$ cat config.mk
export PLATFORM = sky130hd
export DESIGN_NAME = uart_tx_sched
export DESIGN_NICKNAME = d
export VERILOG_FILES = /design/src/rtl/uart_tx_sched.sv
export SDC_FILE = /design/constraint.sdc
export NUM_CORES = 1
export LEC_CHECK = 0
export ABC_AREA = 1
export BUFFER_PORTS_ARGS = -buffer_cell sky130_fd_sc_hd__buf_2
export CAP_MARGIN = 0
export CORE_AREA = 2 2 68 70
export DETAILED_ROUTE_END_ITERATION = 10
export DIE_AREA = 0 0 70 72
export HOLD_SLACK_MARGIN = 0.12
export PLACE_DENSITY = 0.81
export SLEW_MARGIN = 20
export SYNTH_ARGS = -nofsm -noshare
export SYNTH_HDL_FRONTEND = slang
export SYNTH_SLANG_ARGS = --single-unit
$ cat constraint.sdc
create_clock -name clk -period 2.2 [get_ports clk]
set_clock_uncertainty 0.15 [all_clocks]
set_input_delay 0.44 -clock clk [delete_from_list [all_inputs] [get_ports clk]]
set_output_delay 0.44 -clock clk [all_outputs]
set_load 0.05 [all_outputs]
$ cat src/rtl/uart_tx_sched.sv
// ---------------------------------------------------------------------------
// uart_tx_sched
//
// Shares one UART transmitter between two on-chip requesters:
//   * the register-file read path, one byte per request
//   * the ALU result path, a 2*DATA_WIDTH-bit result sent low byte first
//
// Each requester has a one-deep holding register. A round-robin arbiter picks
// the next source, and a small FSM presents each byte on the transmitter's
// parallel interface with a single-cycle valid strobe. It then follows the
// transmitter's busy flag: first waiting for busy to rise (bounded by
// TIMEOUT), then waiting for it to fall before the next byte or the next
// grant. An ALU transfer is atomic: both bytes go out back to back with no RF
// byte in between.
//
// Parameters:
//   DATA_WIDTH  UART frame payload width in bits
//   TIMEOUT     cycles allowed for tx_busy to rise after a byte is issued
//               (1..255)
//
// Ports:
//   clk          system reference clock, all logic on the rising edge
//   rst_n        synchronous active-low reset
//   rf_data      register-file read data
//   rf_valid     rf_data valid, captured while rf_ready=1
//   rf_ready     RF holding register empty
//   alu_data     ALU result (2*DATA_WIDTH bits)
//   alu_valid    alu_data valid, captured while alu_ready=1
//   alu_ready    ALU holding register empty
//   tx_busy      transmitter busy flag, already synchronised to clk
//   tx_data      byte driven to the transmitter's parallel data input
//   tx_valid     one-cycle data-valid strobe to the transmitter
//   sched_busy   scheduler FSM is not idle
//   timeout_err  one-cycle pulse: the transmitter never went busy
// ---------------------------------------------------------------------------
module uart_tx_sched #(
    parameter int DATA_WIDTH = 8,
    parameter int TIMEOUT    = 63
) (
    input  logic                      clk,
    input  logic                      rst_n,
    input  logic [DATA_WIDTH-1:0]     rf_data,
    input  logic                      rf_valid,
    output logic                      rf_ready,
    input  logic [2*DATA_WIDTH-1:0]   alu_data,
    input  logic                      alu_valid,
    output logic                      alu_ready,
    input  logic                      tx_busy,
    output logic [DATA_WIDTH-1:0]     tx_data,
    output logic                      tx_valid,
    output logic                      sched_busy,
    output logic                      timeout_err
);

    // The wait counter holds 0..TIMEOUT-1. The timeout fires before it could
    // wrap, so this width is always enough.
    localparam int CNT_W = $clog2(TIMEOUT + 1);

    typedef enum logic [1:0] {
        IDLE,
        ISSUE,
        WAIT_HI,
        WAIT_LO
    } state_t;

    state_t                    state;
    logic                      rf_pend;
    logic                      alu_pend;
    logic [DATA_WIDTH-1:0]     rf_hold;
    logic [2*DATA_WIDTH-1:0]   alu_hold;
    logic                      grant_alu;   // source of the transfer in flight
    logic                      tie_alu;     // ALU wins the next contested grant
    logic                      byte_idx;    // ALU byte in flight: 0 low, 1 high
    logic [CNT_W-1:0]          cnt;

    logic                      rf_cap;
    logic                      alu_cap;
    logic                      pick_alu;
    logic                      tie;

    assign rf_ready   = ~rf_pend;
    assign alu_ready  = ~alu_pend;
    assign sched_busy = (state != IDLE);

    assign rf_cap  = rf_valid  & ~rf_pend;
    assign alu_cap = alu_valid & ~alu_pend;

    // The arbiter looks only at the registered pending flags. A request
    // captured on this edge competes from the next cycle onwards.
    assign tie      = rf_pend & alu_pend;
    assign pick_alu = alu_pend & (~rf_pend | tie_alu);

    always_ff @(posedge clk) begin
        if (!rst_n) begin
            state       <= IDLE;
            rf_pend     <= 1'b0;
            alu_pend    <= 1'b0;
            rf_hold     <= '0;
            alu_hold    <= '0;
            grant_alu   <= 1'b0;
            tie_alu     <= 1'b0;
            byte_idx    <= 1'b0;
            cnt         <= '0;
            tx_data     <= '0;
            tx_valid    <= 1'b0;
            timeout_err <= 1'b0;
        end else begin
            tx_valid    <= 1'b0;
            timeout_err <= 1'b0;

            // Capture into the holding registers. A source is only ever
            // cleared below while its pend is set, so a capture and a clear
            // never hit the same source on the same edge.
            if (rf_cap) begin
                rf_hold <= rf_data;
                rf_pend <= 1'b1;
            end
            if (alu_cap) begin
                alu_hold <= alu_data;
                alu_pend <= 1'b1;
            end

            case (state)
                IDLE: begin
                    // A busy transmitter here belongs to someone else, so
                    // wait for it to go idle. No timeout applies in IDLE.
                    if (!tx_busy && (rf_pend || alu_pend)) begin
                        grant_alu <= pick_alu;
                        byte_idx  <= 1'b0;
                        tx_data   <= pick_alu ? alu_hold[DATA_WIDTH-1:0] : rf_hold;
                        tx_valid  <= 1'b1;
                        // The round-robin pointer moves only when both
                        // sources competed. Afterwards the loser of this
                        // tie wins the next one.
                        if (tie) begin
                            tie_alu <= ~pick_alu;
                        end
                        state <= ISSUE;
                    end
                end

                ISSUE: begin
                    cnt   <= '0;
                    state <= WAIT_HI;
                end

                WAIT_HI: begin
                    if (tx_busy) begin
                        state <= WAIT_LO;
                    end else if (cnt == CNT_W'(TIMEOUT - 1)) begin
                        // The transmitter never accepted the byte. Drop the
                        // whole request, including any unsent ALU high byte.
                        timeout_err <= 1'b1;
                        if (grant_alu) begin
                            alu_pend <= 1'b0;
                        end else begin
                            rf_pend <= 1'b0;
                        end
                        state <= IDLE;
                    end else begin
                        cnt <= cnt + CNT_W'(1);
                    end
                end

                WAIT_LO: begin
                    if (!tx_busy) begin
                        if (grant_alu && !byte_idx) begin
                            // Send the high byte straight away so that an RF
                            // request cannot slip between the two halves.
                            tx_data  <= alu_hold[2*DATA_WIDTH-1:DATA_WIDTH];
                            byte_idx <= 1'b1;
                            tx_valid <= 1'b1;
                            state    <= ISSUE;
                        end else begin
                            if (grant_alu) begin
                                alu_pend <= 1'b0;
                            end else begin
                                rf_pend <= 1'b0;
                            end
                            state <= IDLE;
                        end
                    end
                end

                default: begin
                    state <= IDLE;
                end
            endcase
        end
    end

endmodule

### After elaboration in Yosys (flattened, before gate mapping)

Cells that the tools add are included.

| word-level totals | value |
|---|---|
| register bits after elaboration | 47 |
| bits in latches | 0 |
| bits in writable memories | 0 |
| bits in read-only memories | 0 |
| bits of input ports | 29 |
| word-level logic and storage cells | 85 |
| memories kept | 0 |

| cells by class | value |
|---|---|
| add/subtract/negate cells | 1 |
| multiply operators | 0 |
| div/mod/pow operators | 0 |
| order comparisons | 0 |
| eq/ne operators | 10 |
| shifts and indexed selects | 0 |
| multiplexer cells | 37 |
| bitwise gates (word level) | 10 |
| reductions and logical operators | 15 |

Operators by type and width:

| cell | count |
|---|---|
| $mux 8 | 4 |
| $mux 1 | 20 |
| $pmux 8 s2 | 1 |
| $mux 6 | 2 |
| $pmux 6 s2 | 1 |
| $ne 2x2->1 const B | 5 |
| $reduce_and 3->1 | 3 |
| $mux 2 | 4 |
| $pmux 1 s2 | 4 |
| $pmux 2 s4 | 1 |
| $add 6x1->6 const B | 1 |
| $eq 6x6->1 const B | 1 |
| $reduce_bool 2->1 | 3 |
| $not 1->1 | 5 |
| $and 1x1->1 | 4 |
| $eq 2x2->1 const B | 2 |
| $reduce_and 4->1 | 1 |
| $ne 3x3->1 const B | 1 |
| $reduce_or 3->1 | 1 |
| $eq 2x1->1 const B | 1 |
| $logic_and 1x1->1 | 2 |
| $logic_not 1->1 | 2 |
| $logic_not 2->1 | 1 |
| $reduce_and 2->1 | 1 |
| other kinds (2) | 2 |

### Longest topological paths before layout

Gate-level depths: netlist of the first run.

| depth | value |
|---|---|
| depth in word-level cells | 7 |
| gate-level depth with buffers | 9 |
| depth with buffers taken out | 9 |

### Least setup slack after synthesis of the first run

OpenSTA, ideal clock, no wires.

| timing path | value |
|---|---|
| kind | reg-to-reg |
| from | register state[0] |
| to | register tx_data[0] |
| library setup time | 0.112 ns |
| data arrival time | 1.618 ns |
| data required time | 1.938 ns |
| setup slack | 0.320 ns |
| stages on the path, launching flop included | 10 |
| clock period less this slack | 1.880 ns |
| cell sequence | dfxtp_1 inv_1 ha_1 inv_1 o21ai_2 nand2_2 buf_6 nand3_1 nor2_1 nor2_1 |

| on the way | value |
|---|---|
| word-level cells in the longest chain between the ends | 3 |

Ends and longest elaborated chain:

| what | RTL line | RTL |
|---|---|---|
| start: declaration | 66 | `state_t state;` |
| start signal: assignment | 95 | `state <= IDLE;` |
| start signal: assignment | 138 | `state <= ISSUE;` |
| start signal: assignment | 144 | `state <= WAIT_HI;` |
| $eq 2x2->1 / $logic_not 2->1 (equally long branches) | 123 | `case (state)` |
| $ne 2x2->1 (no line) / $reduce_bool 2->1 (equally long branches) | -- |  |
| $reduce_and 4->1 (no line) | -- |  |
| end signal: assignment | 130 | `tx_data <= pick_alu ? alu_hold[DATA_WIDTH-1:0] : rf_hold;` |
| end signal: assignment | 170 | `tx_data <= alu_hold[2*DATA_WIDTH-1:DATA_WIDTH];` |
| end: declaration | 49 | `output logic [DATA_WIDTH-1:0] tx_data,` |

Parallel ways exist; a longest one is shown, timed or not.
A chain may end at the register's enable or synchronous reset.

### Worst setup path after layout of the first run

| timing path | value |
|---|---|
| from | register state[0] |
| to | output sched_busy |

| on the way | value |
|---|---|
| word-level cells in the longest chain between the ends | 1 |

Ends and longest elaborated chain:

| what | RTL line | RTL |
|---|---|---|
| $reduce_bool 2->1 | 83 | `assign sched_busy = (state != IDLE);` |
| end: declaration | 51 | `output logic sched_busy,` |

No other way between the ends.

==> out/results.tsv, run 1 <==
stage	metric	value	unit
run_status	status	finished, final reports clean	
finish	layout cells sized above 1	0.192	
global_routing	via count of the first global-routing pass	1880	
timing	worst slew pin tran	0.463	ns
global_routing	met2 Resource Use GR	0.345	
timing	final count of pins violating max slew	0	
synthesis	sequential fraction of the synthesis area	0.425	
setup_path	beginning of the critical path	state[0]$_SDFFE_PN0P_	
setup_path	CP cell instances	inv_1 > ha_1 > inv_1 > buf_2	
power	Int Pwr	1560	uW
synthesis	synthesized instance count	315	
timing	Setup TNS	0	ns
global_routing	layer with the highest usage	met2	
detailed_routing	DRC errors left	0	
clock_network	Num CTS Buffers	5	
synthesis	Yosys cell types	27	
power	power density over cell area	1040	nW/um^2
finish	Area Growth Syn to Fin	15.8	%
hold_path	HP Class	primary input to flop	
floorplan	row count	24	
clock_network	clk_lat worst skew	0.30	ns
timing	Final Hold Vio Count	0	
floorplan	Core Box Area	4260	sq um
setup_path	Setup Crit Path Kind	flop to primary output	
detailed_routing	drt first pass iters	4	
global_routing	GRT met1 Usage	0.249	
setup_path	cell repeated most along the worst path	inv_1	
placement	Final HPWL DP	3530	um
timing	Tcrit/Tclk final	0.948	
power	Switching Share	0.414	
setup_path	crit path max fanout	5	
detailed_routing	wire per inst	11.6	um
power	Clk network pwr share	0.215	
synthesis	Async S/R FF share, synth	0	
synthesis	top cell type's share of synthesized area	0.425	
synthesis	syn avg cell area	7.03	sq um
clock_network	# hold bufs at CTS	0	
power	sequential share of power	0.394	
floorplan	die height	72	um
finish	antenna cells	0	
clock_network	post-CTS setup buffer count	0	
timing	Hold Worst Slack	0.205	ns
detailed_routing	routed via count	2049	
detailed_routing	antenna-violating nets left	0	
job	max-cap viol count	0	
setup_path	Reg2Reg Launch Point	state[0]$_SDFFE_PN0P_	
finish	multi-input logic area	1120	sq um
global_routing	largest net degree at the start of global routing	22	
synthesis	dominant synthesized flop cell	dfxtp_1	
placement	Placer Congestion	0.896	
setup_path	Worst Path Required	1.61	ns
clock_network	clock transition at the registers of the reported paths	0.09	ns
clock_network	cts repair resizes	0	
power	Lkg Pwr	0.00116	uW
power	NetSw	1100	uW
global_routing	initial antenna violation count	0	
timing	RSZ-0062 raised after global routing	false	
clock_network	Clock Sink Count	47	
timing	final worst path period need	2.09	ns
floorplan	die area	5040	sq um
global_routing	met3 GRT Util	0.0361	
synthesis	Post-synth EDFFs	0	
floorplan	Starting Density	0.519	
clock_network	Max H-tree Level	2	
synthesis	post-synthesis cell area	2210	sq um
finish	Layout fillers	415	
detailed_routing	final wirelength	4770	um
power	Worst IR Drop VDD	0.000454	V
synthesis	Yosys top cell by area	dfxtp_1	
detailed_routing	vias per std cell	4.99	
finish	most frequent cells in the layout	nor2_1 (73), nand2_1 (62), dfxtp_1 (47)	
timing	Setup Viol. Count Final	0	
synthesis	synth top area cells	dfxtp_1 (42%), nor2_1 (12%), nand2_1 (11%)	
finish	most common cell after layout, fill and taps aside	nor2_1	
global_routing	first-pass GRT wire length	8210	um
timing	worst slew margin relative to its limit	0.691	
global_routing	total global routing overflow	0	
setup_path	slowest stage delay, CP	0.40	ns
detailed_routing	Initial DRC Count	122	
setup_path	worst endpoint data arrival time	1.50	ns
synthesis	flops & latches, synth	47	
power	Comb pwr share	0.391	
setup_path	Worst setup SP type	flop	
timing	Max Clock Freq	0.479	GHz
hold_path	HP Start	alu_data[8]	
setup_path	CP endpoint kind	primary output	
floorplan	Die X	70	um
synthesis	Post-Syn Nets	350	
finish	register area	941	sq um
setup_path	slowest CP cell	dfxtp_1	
synthesis	synth warn	0	
clock_network	CTS root buffer	clkbuf_8	
clock_network	TritonCTS clock tree	built	
finish	Post-layout nets	393	
global_routing	global-route usage over all layers	0.198	
floorplan	Ports	42	
placement	port bufs	41	
clock_network	Clock Path Buffers	2	
==> routing by layer <==
| metal | part of all wire | wire, um | vias to the layer above |
|---|---|---|---|
| met5 | 0 | 0 | - |
| met4 | 0.015 | 72 | 0 |
| met3 | 0.049 | 232 | 7 |
| met2 | 0.47 | 2260 | 57 |
| met1 | 0.46 | 2210 | 898 |
| li1 | - | - | 1087 |
==> sequential cells by signal, indices dropped and copies added, names as in the netlist <==
signal,flops
alu_pend,1
tie_alu,1
tx_valid,1
state,2
byte_idx,1
grant_alu,1
rf_pend,1
timeout_err,1
alu_hold,16
cnt,6
rf_hold,8
tx_data,8
==> critical path: cells and delay by family, from the launching register on <==
| family | cells | cell delay, ns |
|---|---|---|
| flops | 1 | 0.40 |
| fa+ha+maj | 1 | 0.23 |
| buf+inv | 3 | 0.56 |
==> cells by family after synthesis <==
kind of cell / share of synthesized area
XOR/XNOR: 0.00396
AND/OR/NAND/NOR: 0.318
buffers and inverters: 0.0712
adder cells (fa/ha/maj): 0.0339
flip-flops: 0.425
AO/OA/AOI/OAI: 0.149
==> worst paths after layout <==
check	slack, ns	cells after the start	endpoint
setup / recovery	0.11	4	sched_busy
hold / removal	0.21	3	alu_hold[8]$_SDFFE_PN0P_
setup reg to reg	0.38	9	tx_data[4]$_SDFFE_PN0P_
hold reg to reg	0.32	2	tie_alu$_SDFFE_PN0P_
==> Yosys cell counts, types with 2 or more instances <==
cell type and count:
nand2_2 2, buf_6 2, o21ai_0 31, inv_1 25
nand3_2 2, clkbuf_1 4, buf_2 2, nand2_4 2
ha_1 6, nor2_1 73, or2_2 2, dfxtp_1 47
o21ai_2 2, nor3_1 3, nand4_1 2, nand2_1 62
nand3_1 18, a21oi_1 21
==> per-stage QoR <==
stage / worst slack [ns] / area, sq um / total power (uW) / instances / utilization
global placement: 0.489 / 2460 / 2070 / 403 / 0.577
CTS: 0.109 / 2560 / 2670 / 411 / 0.601
floorplan: 0.320 / 2210 / 1880 / 315 / -
global route: 0.0178 / 2560 / 2830 / 411 / 0.601
detailed placement: 0.397 / 2460 / 2100 / 403 / 0.577
finish: 0.114 / 2560 / 2650 / 411 / 0.601
==> power by group through the flow <==
stage	Sequential [uW]	Combinational, uW	Clock (uW)
2_1_floorplan	1280	598	0
3_5_place_dp	1070	1030	0
4_1_cts	1050	1040	582
5_1_grt	1060	1160	611
3_3_place_gp	1060	1010	0
6_report	1050	1040	570
==> cell type report <==
| class | count | area share |
|---|---|---|
| clock buffers | 7 | 0.0376 |
| repair buffers | 45 | 0.0918 |
| inverters | 27 | 0.0400 |
| well taps | 52 | 0.0254 |
| multi-input cells | 232 | 0.435 |
| flip-flops and latches | 47 | 0.367 |
| clock inverters | 1 | 0.00293 |
Power figures use the tool's default switching activity.
==> inputs of run 2 (changes only) <==
REMOVE_ABC_BUFFERS = 1   (was not set)
==> out/results.tsv, run 2 (synthesized netlist as in run 1, its figures left out) <==
stage	metric	value	unit	change
hold_path	hold endpoint	alu_hold[13]$_SDFFE_PN0P_		
global_routing	met2 Resource Use GR	0.319		-0.0265
timing	Setup TNS	0	ns	unchanged
finish	max reg flops	16		unchanged
finish	most frequent cells in the layout	nor2_1 (73), nand2_1 (62), dfxtp_1 (47)		
placement	Final HPWL DP	3390	um	-4.1%
floorplan	row count	24		unchanged
power	Comb pwr share	0.365		-0.026
clock_network	cts repair resizes	0		unchanged
power	Clk network pwr share	0.265		+0.050
clock_network	Num CTS Buffers	5		unchanged
power	Switching Share	0.392		-0.0214
timing	Final Hold Vio Count	0		unchanged
hold_path	HP Start	alu_data[13]		
detailed_routing	antenna-violating nets left	0		unchanged
global_routing	layer with the highest usage	met2		
power	Worst IR Drop VDD	0.000487	V	+7.3%
detailed_routing	final wirelength	4640	um	-2.7%
timing	Max Clock Freq	0.476	GHz	-0.73%
detailed_routing	wire per inst	11.3	um	-2.5%
setup_path	CP endpoint kind	primary output		
clock_network	CTS root buffer	clkbuf_8		
global_routing	first-pass GRT wire length	8230	um	+0.24%
floorplan	Die X	70	um	unchanged
setup_path	flop-to-flop setup slack	0.33	ns	-0.05 ns
floorplan	die area	5040	sq um	unchanged
floorplan	Starting Density	0.519		unchanged
timing	worst slew pin tran	0.510	ns	+0.0469 ns
timing	RSZ-0062 raised after global routing	false		
finish	layout cells sized above 1	0.190		-0.00226
global_routing	initial antenna violation count	0		unchanged
setup_path	RR Endpoint	tx_data[6]$_SDFFE_PN0P_		
finish	antenna cells	0		unchanged
floorplan	Core Box Area	4260	sq um	unchanged
power	NetSw	1110	uW	+1.0%
power	Tot Pwr	2830	uW	+6.5%
clock_network	post-CTS setup buffer count	0		unchanged
clock_network	TritonCTS clock tree	built		
global_routing	via count of the first global-routing pass	1865		-0.80%
global_routing	largest net degree at the start of global routing	27		+23%
power	power density over cell area	1090	nW/um^2	+5.5%
finish	Top reg by flops	alu_hold		
power	sequential share of power	0.370		-0.024
finish	Post-layout nets	392		-0.25%
job	max-cap viol count	0		unchanged
power	Int Pwr	1720	uW	+10%
floorplan	Ports	42		unchanged
hold_path	HP Class	primary input to flop		
setup_path	Setup Crit Path Kind	flop to primary output		
clock_network	clock transition at the registers of the reported paths	0.09	ns	about the same
global_routing	GRT met1 Usage	0.279		+0.0298
detailed_routing	DRC errors left	0		unchanged
finish	Area Growth Syn to Fin	16.9	%	
setup_path	Worst setup SP type	flop		
setup_path	crit path max fanout	5		unchanged
timing	worst slew margin relative to its limit	0.659		-0.0322
clock_network	# hold bufs at CTS	0		unchanged
placement	port bufs	41		unchanged
setup_path	Worst Path Required	1.61	ns	about the same
finish	most common cell after layout, fill and taps aside	nor2_1		
power	Lkg Pwr	0.00117	uW	+0.76%
timing	Setup Viol. Count Final	0		unchanged
clock_network	Clock Sink Count	47		unchanged
timing	final worst path period need	2.10	ns	+0.0153 ns
global_routing	total global routing overflow	0		unchanged
clock_network	Clock Path Buffers	2		unchanged
timing	final count of pins violating max slew	0		unchanged
detailed_routing	routed via count	2010		-1.9%
timing	Tcrit/Tclk final	0.955		+0.00694
detailed_routing	Initial DRC Count	136		+11%
setup_path	beginning of the critical path	state[0]$_SDFFE_PN0P_		
clock_network	clk_lat worst skew	0.30	ns	about the same
setup_path	Reg2Reg Depth	9		unchanged
hold_path	cell depth of the worst hold path	3		unchanged
setup_path	Reg2Reg Launch Point	state[0]$_SDFFE_PN0P_		
detailed_routing	drt first pass iters	5		+1
clock_network	Max H-tree Level	2		unchanged
floorplan	die height	72	um	unchanged
global_routing	global-route usage over all layers	0.202		+0.00350
run_status	status	finished, final reports clean		
finish	top flop regs	alu_hold: 16 flops, rf_hold: 8 flops, tx_data: 8 flops		
detailed_routing	vias per std cell	4.90		-1.7%
setup_path	worst endpoint data arrival time	1.51	ns	about the same
placement	Placer Congestion	0.860		-4.0%
global_routing	met3 GRT Util	0.0347		-0.00139
==> run 2: cell types whose count changed in the layout (fill, tap and decap cells not counted) <==
cell	previous run	this run
buf_4	4	3
clkbuf_8	7	5
bufinv_16	0	2
==> run 2: power by group through the flow <==
stage | clock network [uW] | registers [uW] | logic [uW]
5_1_grt | 791 | 1070 | 1160
4_1_cts | 760 | 1050 | 1040
2_1_floorplan | 0 | 1280 | 566
6_report | 749 | 1050 | 1030
3_5_place_dp | 0 | 1070 | 1030
3_3_place_gp | 0 | 1070 | 1020
==> run 2: area by class of cell <==
cell class	instances	area (sq um)
inverter	27	103
timing repair buffer	44	228
tap	52	65.1
multi-input combinational	232	1120
clock inverter	3	67.6
sequential	47	941
fill	420	1680
clock buffer	5	68.8
==> run 2: how the worst max path moves through the flow <==
stage                              end  slack, ns  cells after the start
2_1_floorplan  tx_data[0]$_SDFFE_PN0P_       0.29                      8
3_3_place_gp   tx_data[1]$_SDFFE_PN0P_       0.38                      8
3_5_place_dp   tx_data[0]$_SDFFE_PN0P_       0.34                      9
4_1_cts                     sched_busy       0.08                      4
5_1_grt                     sched_busy       0.01                      4
6_report                    sched_busy        0.1                      4
==> run 2: through the flow <==
step | hold slack [ns] | std cells | worst slack, ns | instance area, sq um | util
global placement | 0.304 | 402 | 0.378 | 2450 | 0.575
finish | 0.205 | 410 | 0.0983 | 2590 | 0.607
detailed placement | 0.317 | 402 | 0.342 | 2450 | 0.575
global route | 0.210 | 410 | 0.0122 | 2590 | 0.607
floorplan | 0.294 | 306 | 0.287 | 2160 | -
CTS | 0.203 | 410 | 0.0850 | 2590 | 0.607
==> run 2: critical path, cell delays in order (launching register included) <==
cell,delay (ns)
dfxtp_1,0.42
inv_1,0.09
ha_1,0.23
inv_1,0.17
buf_2,0.30
==> run 2: per-layer routing <==
layer  vias up  wire [um]  share of wire
met5         -          0              0
li1       1087          -              -
met4         0         72          0.016
met3         5        269          0.058
met2        69       2010           0.43
met1       849       2290           0.49
